$ cat config.mk
export PLATFORM = sky130hd
export DESIGN_NAME = matrix_index_sequencer
export DESIGN_NICKNAME = d
export VERILOG_FILES = /design/src/rtl/matrix_index_sequencer.sv
export SDC_FILE = /design/constraint.sdc
export NUM_CORES = 1
export LEC_CHECK = 0
export ABC_AREA = 1
export CAP_MARGIN = 15
export CORE_MARGIN = 8
export CORE_UTILIZATION = 27
export CTS_BUF_LIST = sky130_fd_sc_hd__clkbuf_16
export CTS_CLUSTER_SIZE = 10
export DETAILED_ROUTE_END_ITERATION = 6
export PLACE_DENSITY_LB_ADDON = 0.3
export REMOVE_ABC_BUFFERS = 1
export SLEW_MARGIN = 20
export SYNTH_ARGS = -nofsm -noshare
export SYNTH_HDL_FRONTEND = slang
export SYNTH_SLANG_ARGS = --single-unit
$ cat constraint.sdc
create_clock -name i_Clk -period 3.82 [get_ports i_Clk]
set_input_delay 0.573 -clock i_Clk [delete_from_list [all_inputs] [get_ports i_Clk]]
set_output_delay 0.573 -clock i_Clk [all_outputs]
set_load 0.03 [all_outputs]
$ cat src/rtl/matrix_index_sequencer.sv
// matrix_index_sequencer
//   Walks the element indices of matrices A, B and C for one coprocessor job.
//   It presents one (row, column, type) beat at a time on a valid/ready
//   interface, and feeds index_to_address directly.
//
// Ports
//   i_Clk, i_Rst_n   clock (rising edge) and asynchronous active-low reset
//   i_Config         job config: [7:0]=lambda, [15:8]=gamma, [23:16]=mu
//   i_Phase_En       phase enables: [0]=A, [1]=B, [2]=C
//   i_Start          start pulse, honoured only in IDLE
//   i_Abort          synchronous abort back to IDLE
//   i_Ready          downstream accepts the current beat
//   o_Valid          current beat is valid
//   o_Row_Index      row index i
//   o_Column_Index   column index j
//   o_Type           one-hot matrix type (001=A, 010=B, 100=C)
//   o_Config         config latched at start
//   o_Busy           job in progress, including the DONE cycle
//   o_Done           one-cycle completion pulse
//   o_Beat_Count     accepted beats this job, saturating
module matrix_index_sequencer #(
  parameter int IDX_W  = 8,
  parameter int CFG_W  = 32,
  parameter int TYPE_W = 3
) (
  input  logic              i_Clk,
  input  logic              i_Rst_n,
  input  logic [CFG_W-1:0]  i_Config,
  input  logic [2:0]        i_Phase_En,
  input  logic              i_Start,
  input  logic              i_Abort,
  input  logic              i_Ready,
  output logic              o_Valid,
  output logic [IDX_W-1:0]  o_Row_Index,
  output logic [IDX_W-1:0]  o_Column_Index,
  output logic [TYPE_W-1:0] o_Type,
  output logic [CFG_W-1:0]  o_Config,
  output logic              o_Busy,
  output logic              o_Done,
  output logic [15:0]       o_Beat_Count
);

  typedef enum logic [2:0] {IDLE, PH_A, PH_B, PH_C, DONE} state_t;

  state_t            state_q, state_d;
  logic [CFG_W-1:0]  cfg_q, cfg_d;
  logic [2:0]        en_q, en_d;
  logic [IDX_W-1:0]  row_q, row_d, col_q, col_d;
  logic [TYPE_W-1:0] type_q, type_d;
  logic              valid_q, valid_d, busy_q, busy_d, done_q, done_d;
  logic [15:0]       cnt_q, cnt_d;

  logic [IDX_W-1:0]  rows, cols;
  logic [2:0]        later_mask, pick;

  // Bit p is set when phase p is enabled and both of its extents are nonzero.
  function automatic logic [2:0] qualify(input logic [CFG_W-1:0] cfg,
                                         input logic [2:0] en);
    logic [IDX_W-1:0] l, g, m;
    l = cfg[IDX_W-1:0];
    g = cfg[2*IDX_W-1:IDX_W];
    m = cfg[3*IDX_W-1:2*IDX_W];
    return {en[2] && (l != '0) && (m != '0),
            en[1] && (g != '0) && (m != '0),
            en[0] && (l != '0) && (g != '0)};
  endfunction

  // Isolate the lowest set bit, i.e. the earliest phase still to run.
  function automatic logic [2:0] lowest(input logic [2:0] v);
    return v & (~v + 3'd1);
  endfunction

  function automatic state_t phase_state(input logic [2:0] p);
    case (p)
      3'b001:  return PH_A;
      3'b010:  return PH_B;
      3'b100:  return PH_C;
      default: return DONE;
    endcase
  endfunction

  // State and all registered outputs. The async reset clears everything,
  // so a job cut short by reset never produces a completion pulse.
  always_ff @(posedge i_Clk or negedge i_Rst_n) begin
    if (!i_Rst_n) begin
      state_q <= IDLE;
      cfg_q   <= '0;
      en_q    <= '0;
      row_q   <= '0;
      col_q   <= '0;
      type_q  <= '0;
      valid_q <= 1'b0;
      busy_q  <= 1'b0;
      done_q  <= 1'b0;
      cnt_q   <= '0;
    end else begin
      state_q <= state_d;
      cfg_q   <= cfg_d;
      en_q    <= en_d;
      row_q   <= row_d;
      col_q   <= col_d;
      type_q  <= type_d;
      valid_q <= valid_d;
      busy_q  <= busy_d;
      done_q  <= done_d;
      cnt_q   <= cnt_d;
    end
  end

  // Next-state and next-output logic. Extents for the active phase come
  // from the latched config. On the last beat of a phase, the next phase is
  // the lowest qualifying one after it; when none remains, the FSM goes to DONE.
  always_comb begin
    state_d    = state_q;
    cfg_d      = cfg_q;
    en_d       = en_q;
    row_d      = row_q;
    col_d      = col_q;
    type_d     = type_q;
    valid_d    = valid_q;
    busy_d     = busy_q;
    done_d     = 1'b0;
    cnt_d      = cnt_q;
    rows       = '0;
    cols       = '0;
    later_mask = 3'b000;
    pick       = 3'b000;

    case (state_q)
      PH_A: begin
        rows = cfg_q[IDX_W-1:0];
        cols = cfg_q[2*IDX_W-1:IDX_W];
        later_mask = 3'b110;
      end
      PH_B: begin
        rows = cfg_q[2*IDX_W-1:IDX_W];
        cols = cfg_q[3*IDX_W-1:2*IDX_W];
        later_mask = 3'b100;
      end
      PH_C: begin
        rows = cfg_q[IDX_W-1:0];
        cols = cfg_q[3*IDX_W-1:2*IDX_W];
      end
      default: ;
    endcase

    case (state_q)
      IDLE: begin
        if (i_Start && !i_Abort) begin
          cfg_d   = i_Config;
          en_d    = i_Phase_En;
          cnt_d   = '0;
          busy_d  = 1'b1;
          row_d   = '0;
          col_d   = '0;
          pick    = lowest(qualify(i_Config, i_Phase_En));
          state_d = phase_state(pick);
          type_d  = TYPE_W'(pick);
          valid_d = (pick != 3'b000);
          done_d  = (pick == 3'b000);
        end
      end
      PH_A, PH_B, PH_C: begin
        if (i_Abort) begin
          state_d = IDLE;
          valid_d = 1'b0;
          busy_d  = 1'b0;
          type_d  = '0;
          row_d   = '0;
          col_d   = '0;
        end else if (valid_q && i_Ready) begin
          if (cnt_q != 16'hFFFF)
            cnt_d = cnt_q + 16'd1;
          if (col_q == cols - IDX_W'(1)) begin
            col_d = '0;
            if (row_q == rows - IDX_W'(1)) begin
              row_d   = '0;
              pick    = lowest(qualify(cfg_q, en_q) & later_mask);
              state_d = phase_state(pick);
              type_d  = TYPE_W'(pick);
              valid_d = (pick != 3'b000);
              done_d  = (pick == 3'b000);
            end else begin
              row_d = row_q + IDX_W'(1);
            end
          end else begin
            col_d = col_q + IDX_W'(1);
          end
        end
      end
      DONE: begin
        state_d = IDLE;
        busy_d  = 1'b0;
      end
      default: begin
        state_d = IDLE;
        valid_d = 1'b0;
        busy_d  = 1'b0;
      end
    endcase
  end

  assign o_Valid        = valid_q;
  assign o_Row_Index    = row_q;
  assign o_Column_Index = col_q;
  assign o_Type         = type_q;
  assign o_Config       = cfg_q;
  assign o_Busy         = busy_q;
  assign o_Done         = done_q;
  assign o_Beat_Count   = cnt_q;

endmodule

== Word-level counts from Yosys, hierarchy flattened ==
Cells that the tools add are included.
Word-level totals
  register bits after elaboration: 76
  input bits: 40
  output and inout port bits: 70
  logic and storage cells: 129
Cells by class
  add/subtract/negate cells: 7
  equality and inequality tests: 21
  mux-type cells: 47
  bitwise gates (word level): 6
  reductions and logical operators: 38
Operator list (count)
  $mux W16: 4
  $mux W8: 8
  $pmux W8 S2: 4
  $reduce_bool A8 Y1: 6
  $pmux W16 S2: 1
  $mux W3: 10
  $pmux W3 S2: 3
  $pmux W3 S3: 2
  $add A16 B1 Y16 const B: 1
  $add A8 B1 Y8 const B: 2
  $eq A8 B8 Y1: 2
  $ne A16 B16 Y1 const B: 1
  $sub A8 B1 Y8 const B: 2
  $reduce_and A5 Y1: 3
  $logic_and A1 B1 Y1: 14
  $eq A3 B2 Y1 const B: 4
  $mux W1: 12
  $ne A2 B2 Y1 const B: 5
  $and A3 B3 Y3: 3
  $eq A3 B1 Y1 const B: 3
  $eq A3 B3 Y1 const B: 3
  $logic_not A3 Y1: 3
  $ne A3 B3 Y1 const B: 3
  $reduce_and A4 Y1: 2
  12 further kinds: 18

== Depth between registers and ports, before layout ==
Gate-level depths: netlist of run 1.
  depth in word-level cells: 14
  mapped depth: 21
  gate-level depth less buffers: 21

== Worst setup path before layout of run 1 ==
OpenSTA, ideal clock, no wires.
  path kind: register to register
  from: register state_q[2]
  to: register type_q[2], in the netlist o_Type[2]
  library setup time: 124 ps
  data arrival time: 2368 ps
  required time: 3696 ps
  slack: 1328 ps
  cell stages (with the launch flop): 18
  path buffers: 0
  clock period less this slack: 2492 ps
  cells stage by stage: dfrtp_1 -> inv_2 -> nand2_2 -> nor2_4 -> nand2_1 -> nand2_1 -> inv_1 -> ha_1 -> xor2_1 -> nand2_1 -> a21oi_1 -> nand2_1 -> nor2_1 -> nand3_1 -> o21ai_2 -> nand3_2 -> nand2_1 -> o21ai_1
Between the ends
  word-level cells in the longest chain between the ends: 11
  elaborated cells between the ends (all ways): 29
  classes of those cells: 3 x add/sub; 9 x eq/ne; 8 x mux; 3 x bitwise; 6 x reduce/logical
Ends and longest elaborated chain
  start, declared: line 45  | state_t state_q, state_d;
  start signal, assigned: line 97  | state_q <= state_d;
  branches (longest 11 deep; another with $sub A8 B1 Y8)
  end signal, assigned: line 102  | type_q <= type_d;
  end, declared: line 49  | logic [TYPE_W-1:0] type_q, type_d;
Several ways; the timed one is not identified. The select of a mux whose other input is x is not followed.
A chain may end at the register's enable or synchronous reset.

== Final worst setup path of run 1 ==
  from: register state_q[2]
  to: register state_q[0]
Between the ends
  word-level cells in the longest chain between the ends: 13
  elaborated cells between the ends (all ways): 32
  classes of those cells: 3 x add/sub; 12 x eq/ne; 9 x mux; 3 x bitwise; 5 x reduce/logical
Ends and longest elaborated chain
  $eq A3 B2 Y1 / $eq A3 B1 Y1 (equally long branches): line 129, 147
  $pmux W3 S2: line 129  | case (state_q)
  $and A3 B3 Y3: line 178  | pick = lowest(qualify(cfg_q, en_q) & later_mask);
  $not A3 Y3: line 70  | return v & (~v + 3'd1);
  $add A3 B1 Y3: line 70
  $and A3 B3 Y3: line 70
  $eq A3 B3 Y1, or another cell as far along: line 74  | case (p)
  $pmux W3 S3: line 74
  $mux W3: line 176  | if (row_q == rows - IDX_W'(1)) begin
  $mux W3: line 174  | if (col_q == cols - IDX_W'(1)) begin
  $mux W3: line 171  | end else if (valid_q && i_Ready) begin
  $mux W3: line 164  | if (i_Abort) begin
  $pmux W3 S2: line 147  | case (state_q)
Several ways; a longest one is shown, not always the timed one. The select of a mux whose other input is x is not followed.

==> results_dict.tcl, run 1 <==
set metrics [dict create \
    run_status "finished clean" \
    synth_warnings 0 \
    nets 807 \
    synthDistinctLibCells 33 \
    synth_edf_count 0 \
    ctsHoldBuffers 0 \
    synth_simple_gate_area_share_pct 34.98 \
    cp.required_ns 4.05 \
    rsz0062_at_grt "no" \
    arrival_ns 3.12 \
    multiInputGateArea_mm2 0.002323 \
    async_flop_share_pct 100.0 \
    firstDrtPassIters 4 \
    htree_levels 3 \
    yosysMostFrequentCell "nand2_1" \
    synth_area_leaders "dfrtp_1 (41%), nand2_1 (15%), inv_1 (6.9%)" \
    tightest_slew_ns 0.8892 \
    synth_xor_area_share_pct 2.107 \
    synth_top_area_cell "dfrtp_1" \
    regArea_mm2 0.001877 \
    cts_resized 0 \
    grt_max_degree 69 \
    areaGrowthSynthToFinish_pct 36.26 \
    top_layer "met4" \
    drt-met1-wl_um 6761 \
    nFillCells 1789 \
    fin_crit_sh_pct 75.66 \
    ys_ff_latch 75 \
    hold_violations 0 \
    synthTopCellsByCount "nand2_1 (184), inv_1 (84), dfrtp_1 (75)" \
    routed_via_density 4.532 \
    ir_drop_v 0.0003225 \
    skew_ns 0.01018 \
    power_mw 4.843 \
    synthesis.area_mm2 0.004572 \
    initial_core_util_pct 27.57 \
    grt_first_pass_wirelength_um 23740 \
    cap_violations 0 \
    synth_top_area_share_pct 41.05 \
    drc 0 \
    cts_buffer_depth 2 \
    drtIter0Drc 261 \
    via_count 4469 \
    die_h_um 146.1 \
    finalSetupViolations 0 \
    fmax_mhz 346.0 \
    postPlaceCellArea_mm2 0.005924 \
    die_w_um 146.1 \
    synth_top_family_by_area "simple AND/OR/NAND/NOR gates" \
    final_area_mm2 0.006230 \
    synth_compound_area_share_pct 12.26 \
    clock_sinks 75 \
    post-dp-hpwl_um 11570 \
    grt_pass1_vias 4384 \
    grtUsageTotal_pct 13.92 \
    synthFlopType "dfrtp_1" \
    antenna_found_initial 0 \
    syn_avg_cell_area_um2 7.055 \
    final_antenna_net_count 0 \
    cts.clk_slew.worst_paths_ns 0.06 \
    overflow 0 \
    placementRows 47 \
    die_area_mm2 0.02135 \
    numCtsBuffers 9 \
    routed_wl_um 14700 \
    antenna_cells 0 \
    setup.worst_path.start_class "flip-flop" \
    met2_wirelength_um 6566 \
    cts_setup_buffers 0 \
    post_drt_wl_per_cell_um 14.91 \
    tns_ns 0 \
    place_congestion 0.8585 \
    critPathCaptureType "flip-flop" \
    clock_latency_ns 0.35 \
    drive_gt1_share_pct 7.441 \
    path_max_fanout 10 \
    p_leak_nw 2.833 \
    holdCritPathClass "primary input to asynchronous set/reset pin" \
    dr_wl_met3_um 1218 \
    fin_crit_ns 2.890 \
    place.port_buffers 109 \
    power_density_mw_per_mm2 777.4 \
    core_area_mm2 0.01658 \
    drv_slew 0 \
    seq_area_frac_synth_pct 41.05 \
    pin_count 110 \
    synthMuxAreaShare_pct 0 \
    cts_tree "done" \
    max_slew_margin_pct 40.72 \
    cts-root-buf "clkbuf_16" \
    criticalPathCategory "flip-flop to flip-flop" \
    netlist_instances 648 \
    synth_adder_area_share_pct 1.368 \
]
-- per-layer routing --
layer	up-vias	global-route usage, %
met3	13	5.161
met1	2016	17.52
met5	-	0
met4	0	3.916
met2	122	21.88
li1	2318	-
-- layout make-up --
cell class              instances  area share [%]
clock buffers                   9           3.615
clock inverters                 6           1.285
inverters                      88           5.302
multi-input cells             475           37.30
flip-flops and latches         75           30.13
well taps                     220           4.419
repair buffers                113           17.96
-- worst max-delay path: stages, from the launching register on --
cell	delay, ns
dfrtp_1	0.44
inv_2	0.13
nand2_2	0.16
nor2_4	0.19
nand2_1	0.10
nand2_1	0.13
inv_1	0.12
ha_1	0.31
xor2_1	0.15
nand2_1	0.07
a21oi_1	0.12
nand2_1	0.07
nor2_1	0.08
nand3_1	0.12
nor2_2	0.25
nor2_2	0.10
nor2_4	0.14
o21ai_0	0.09
-- registers in the layout, indices dropped and copies added (netlist names) --
| signal | cells |
|---|---|
| state_q | 3 |
| o_Done | 1 |
| o_Type | 3 |
| o_Config | 32 |
| o_Beat_Count | 16 |
| o_Row_Index | 8 |
| o_Column_Index | 8 |
| o_Busy | 1 |
| o_Valid | 1 |
| en_q | 2 |
-- cells by family (layout without fill, tap and decap cells) --
family | count (synthesis) | count (layout)
AO/OA/AOI/OAI | 101 | 101
XOR/XNOR | 11 | 11
adder cells (fa/ha/maj) | 5 | 5
buffers and inverters | 98 | 216
flip-flops | 75 | 75
AND/OR/NAND/NOR | 358 | 358
-- power breakdown --
group	leakage (nW)	total [mW]	switching, mW	internal (mW)
logic	1.70	2.67	1.75	0.921
registers	0.984	1.27	0.233	1.04
clock network	0.148	0.906	0.343	0.564
-- cells in the final DEF (no fill, tap or decap), types with 2 or more instances in the layout --
cell and n:
a211oi_1 2, a21boi_0 2, a21oi_1 25, and3_1 3, buf_4 5, bufinv_16 2
clkbuf_16 9, clkdlybuf4s50_1 108, clkinv_1 3, dfrtp_1 75, ha_1 5, inv_1 84
inv_2 4, nand2_1 184, nand2_2 7, nand2_4 2, nand3_1 38, nand3_2 4
nand3b_1 2, nand4_1 14, nor2_1 72, nor2_2 9, nor2_4 6, nor3_1 7
nor4_1 9, o211ai_1 2, o21ai_0 54, o21ai_1 7, o21ai_2 6, xor2_1 10
-- path summary, 6_finish.rpt --
| check | from | end | slack, ns | cells past startpoint |
|---|---|---|---|---|
| setup / recovery | state_q[2] | state_q[0] | 0.93 | 17 |
| hold / removal | i_Rst_n | o_Column_Index[5] | 0.35 | 1 |
| setup reg to reg | state_q[2] | state_q[0] | 0.93 | 17 |
| hold reg to reg | o_Config[28] | o_Config[28] | 0.47 | 2 |
| max in group asynchronous | i_Rst_n | o_Beat_Count[15] | 2.79 | 2 |
| min in group i_Clk | o_Config[28] | o_Config[28] | 0.47 | 2 |
-- through the flow --
stage          hold WS (ns)  std cells  utilization (%)  setup slack, ns
4_1_cts              0.3877        986            37.57           0.9408
3_3_place_gp         0.4529        971            35.73           0.9699
6_report             0.3456        986            37.57           0.9299
2_1_floorplan        0.2774        638                -           0.4276
3_5_place_dp         0.4581        971            35.73           0.9683
5_1_grt              0.4260        986            37.57           0.5785
No activity file was read; power rests on OpenSTA's default activity.
==> run 2, diff against run 1 <==
==> constraint.sdc (replaced) <==
create_clock -name i_Clk -period 2.9 [get_ports i_Clk]
set_input_delay 0.435 -clock i_Clk [delete_from_list [all_inputs] [get_ports i_Clk]]
set_output_delay 0.435 -clock i_Clk [all_outputs]
set_load 0.03 [all_outputs]
==> run 2 against run 1 <==
Compared with the run above:
- register-to-register slack got worse by 0.71 ns
- fmax increased by 7.7%
- count of clock-buffer cells in the layout unchanged
- cell count is 1.4% higher
- worst hold slack worse by 0.23 ns
- largest cell class unchanged
==> results_dict.tcl, run 2 (synthesis results as in run 1) <==
set metrics [dict create \
    cts_tree "done" \
    initial_core_util_pct 27.57 \
    grt_pass1_vias 4497 \
    setup.worst_path.start "state_q[2]" \
    fin_crit_sh_pct 92.56 \
    pin_count 110 \
    clock_sinks 75 \
    layout_common_cells "nand2_1 (182), clkdlybuf4s50_1 (108), inv_1 (84)" \
    hold_violations 0 \
    areaGrowthSynthToFinish_pct 40.31 \
    pwr-share-clk_pct 19.6 \
    grt_max_degree 76 \
    postPlaceCellArea_mm2 0.005969 \
    instances_no_fill 1000 \
    nFillCells 1767 \
    p_int_mw 3.508 \
    cp.required_ns 3.19 \
    nets 820 \
    holdCritPathClass "primary input to asynchronous set/reset pin" \
    placementRows 47 \
    place.port_buffers 109 \
    routed_wl_um 15060 \
    drive_gt1_share_pct 10.13 \
    numCtsBuffers 9 \
    power_density_mw_per_mm2 1041 \
    finalSetupViolations 0 \
    largest_register_ffs 32 \
    drv_slew 0 \
    antenna_found_initial 0 \
    rsz0062_at_grt "no" \
    setup.worst_path.start_class "flip-flop" \
    sequentialPowerShare_pct 25.1 \
    grt_first_pass_wirelength_um 23910 \
    max_slew_margin_pct 53.41 \
    place_congestion 0.9782 \
    r2r-start "state_q[2]" \
    grtUsageTotal_pct 14.13 \
    drtIter0Drc 269 \
    comb_power_share_pct 55.3 \
    overflow 0 \
    tns_ns 0 \
    die_w_um 146.1 \
    tightest_slew_ns 0.6988 \
    firstDrtPassIters 5 \
    htree_levels 3 \
    post-dp-hpwl_um 11600 \
    path_max_fanout 5 \
    p_switching_mw 3.172 \
    via_count 4602 \
    cap_violations 0 \
    antenna_cells 0 \
    placed_cells 977 \
    ir_drop_v 0.0003954 \
    die_area_mm2 0.02135 \
    cts-root-buf "clkbuf_16" \
    core_area_mm2 0.01658 \
    skew_ns 0.006905 \
    run_status "finished clean" \
    cts.clk_slew.worst_paths_ns 0.06 \
    p_leak_nw 2.912 \
    fin_crit_ns 2.684 \
    drc 0 \
    die_h_um 146.1 \
    p_sw_share_pct 47.48 \
    cts_buffer_depth 2 \
    fmax_mhz 372.5 \
    routed_via_density 4.602 \
    criticalPathCategory "flip-flop to flip-flop" \
    final_area_mm2 0.006415 \
    critPathCaptureType "flip-flop" \
    clock_latency_ns 0.35 \
    final_antenna_net_count 0 \
    arrival_ns 2.97 \
    post_drt_wl_per_cell_um 15.06 \
    layout_commonest_cell "nand2_1" \
]
run 2: worst max-delay path, stage by stage, from the launching register on:
cell     delay (ns)
dfrtp_2        0.45
inv_4          0.10
nand2_2        0.10
nor2_4         0.16
nand2_1        0.10
o21ai_2        0.10
inv_2          0.08
ha_1           0.30
xor2_1         0.18
nand3_1        0.11
nor2_1         0.11
nand3_1        0.09
nor2_1         0.12
nand2_2        0.13
buf_4          0.16
a21oi_1        0.15
nand4_1        0.11
nand2_1        0.08
run 2: power by group through the flow:
stage	clock network, mW	logic (mW)	registers, mW
floorplan	0	1.74	2.18
global placement	0	3.59	1.69
detailed placement	0	3.60	1.69
CTS	1.35	3.62	1.68
global route	1.38	4.08	1.72
finish	1.31	3.70	1.68
run 2: repair_timing:
| item | CTS | global route |
|---|---|---|
| buffers inserted | 0 | 6 |
| hold buffers | 0 | 0 |
| gates resized for setup | 0 | 11 |
| setup endpoints to repair | 0 | 18 |
run 2: per-stage QoR:
step	hold WS [ns]	total power [mW]	utilization, %	worst slack, ns
final	0.1147	6.680	38.68	0.2156
after global routing	0.1810	7.187	38.68	0.001886
after CTS	0.2887	6.639	38.05	0.1102
after detailed placement	0.4575	5.289	36.00	0.1309
after global placement	0.4527	5.284	36.00	0.2429
after floorplan	0.1394	3.913	-	-0.4924
run 2: path summary, 6_finish.rpt:
check / depth (start not counted) / endpoint / slack, ns
worst max-delay path: 17 / o_Valid / 0.22
worst min-delay path: 1 / o_Row_Index[6] / 0.11
worst max register to register: 17 / o_Valid / 0.22
worst min register to register: 2 / o_Config[31] / 0.47
max in group asynchronous: 1 / state_q[2] / 2.27
min in group i_Clk: 2 / o_Config[31] / 0.47
run 2: per-layer routing:
layer	vias up	routed length [um]	global-route usage, %	part of all wire (%)
li1	2342	-	-	-
met1	2101	6816	17.40	45
met2	137	6755	22.11	45
met3	22	1096	4.419	7.3
met4	0	396	6.646	2.6
met5	-	0	0	0
run 2: layout make-up:
type | instances | area, um^2 | area share [%]
clock inverter | 7 | 115.1 | 1.794
multi-input combinational | 476 | 2374 | 37.00
timing repair buffer | 125 | 1212 | 18.90
inverter | 88 | 332.8 | 5.188
sequential | 75 | 1881 | 29.32
tap | 220 | 275.3 | 4.291
clock buffer | 9 | 225.2 | 3.511
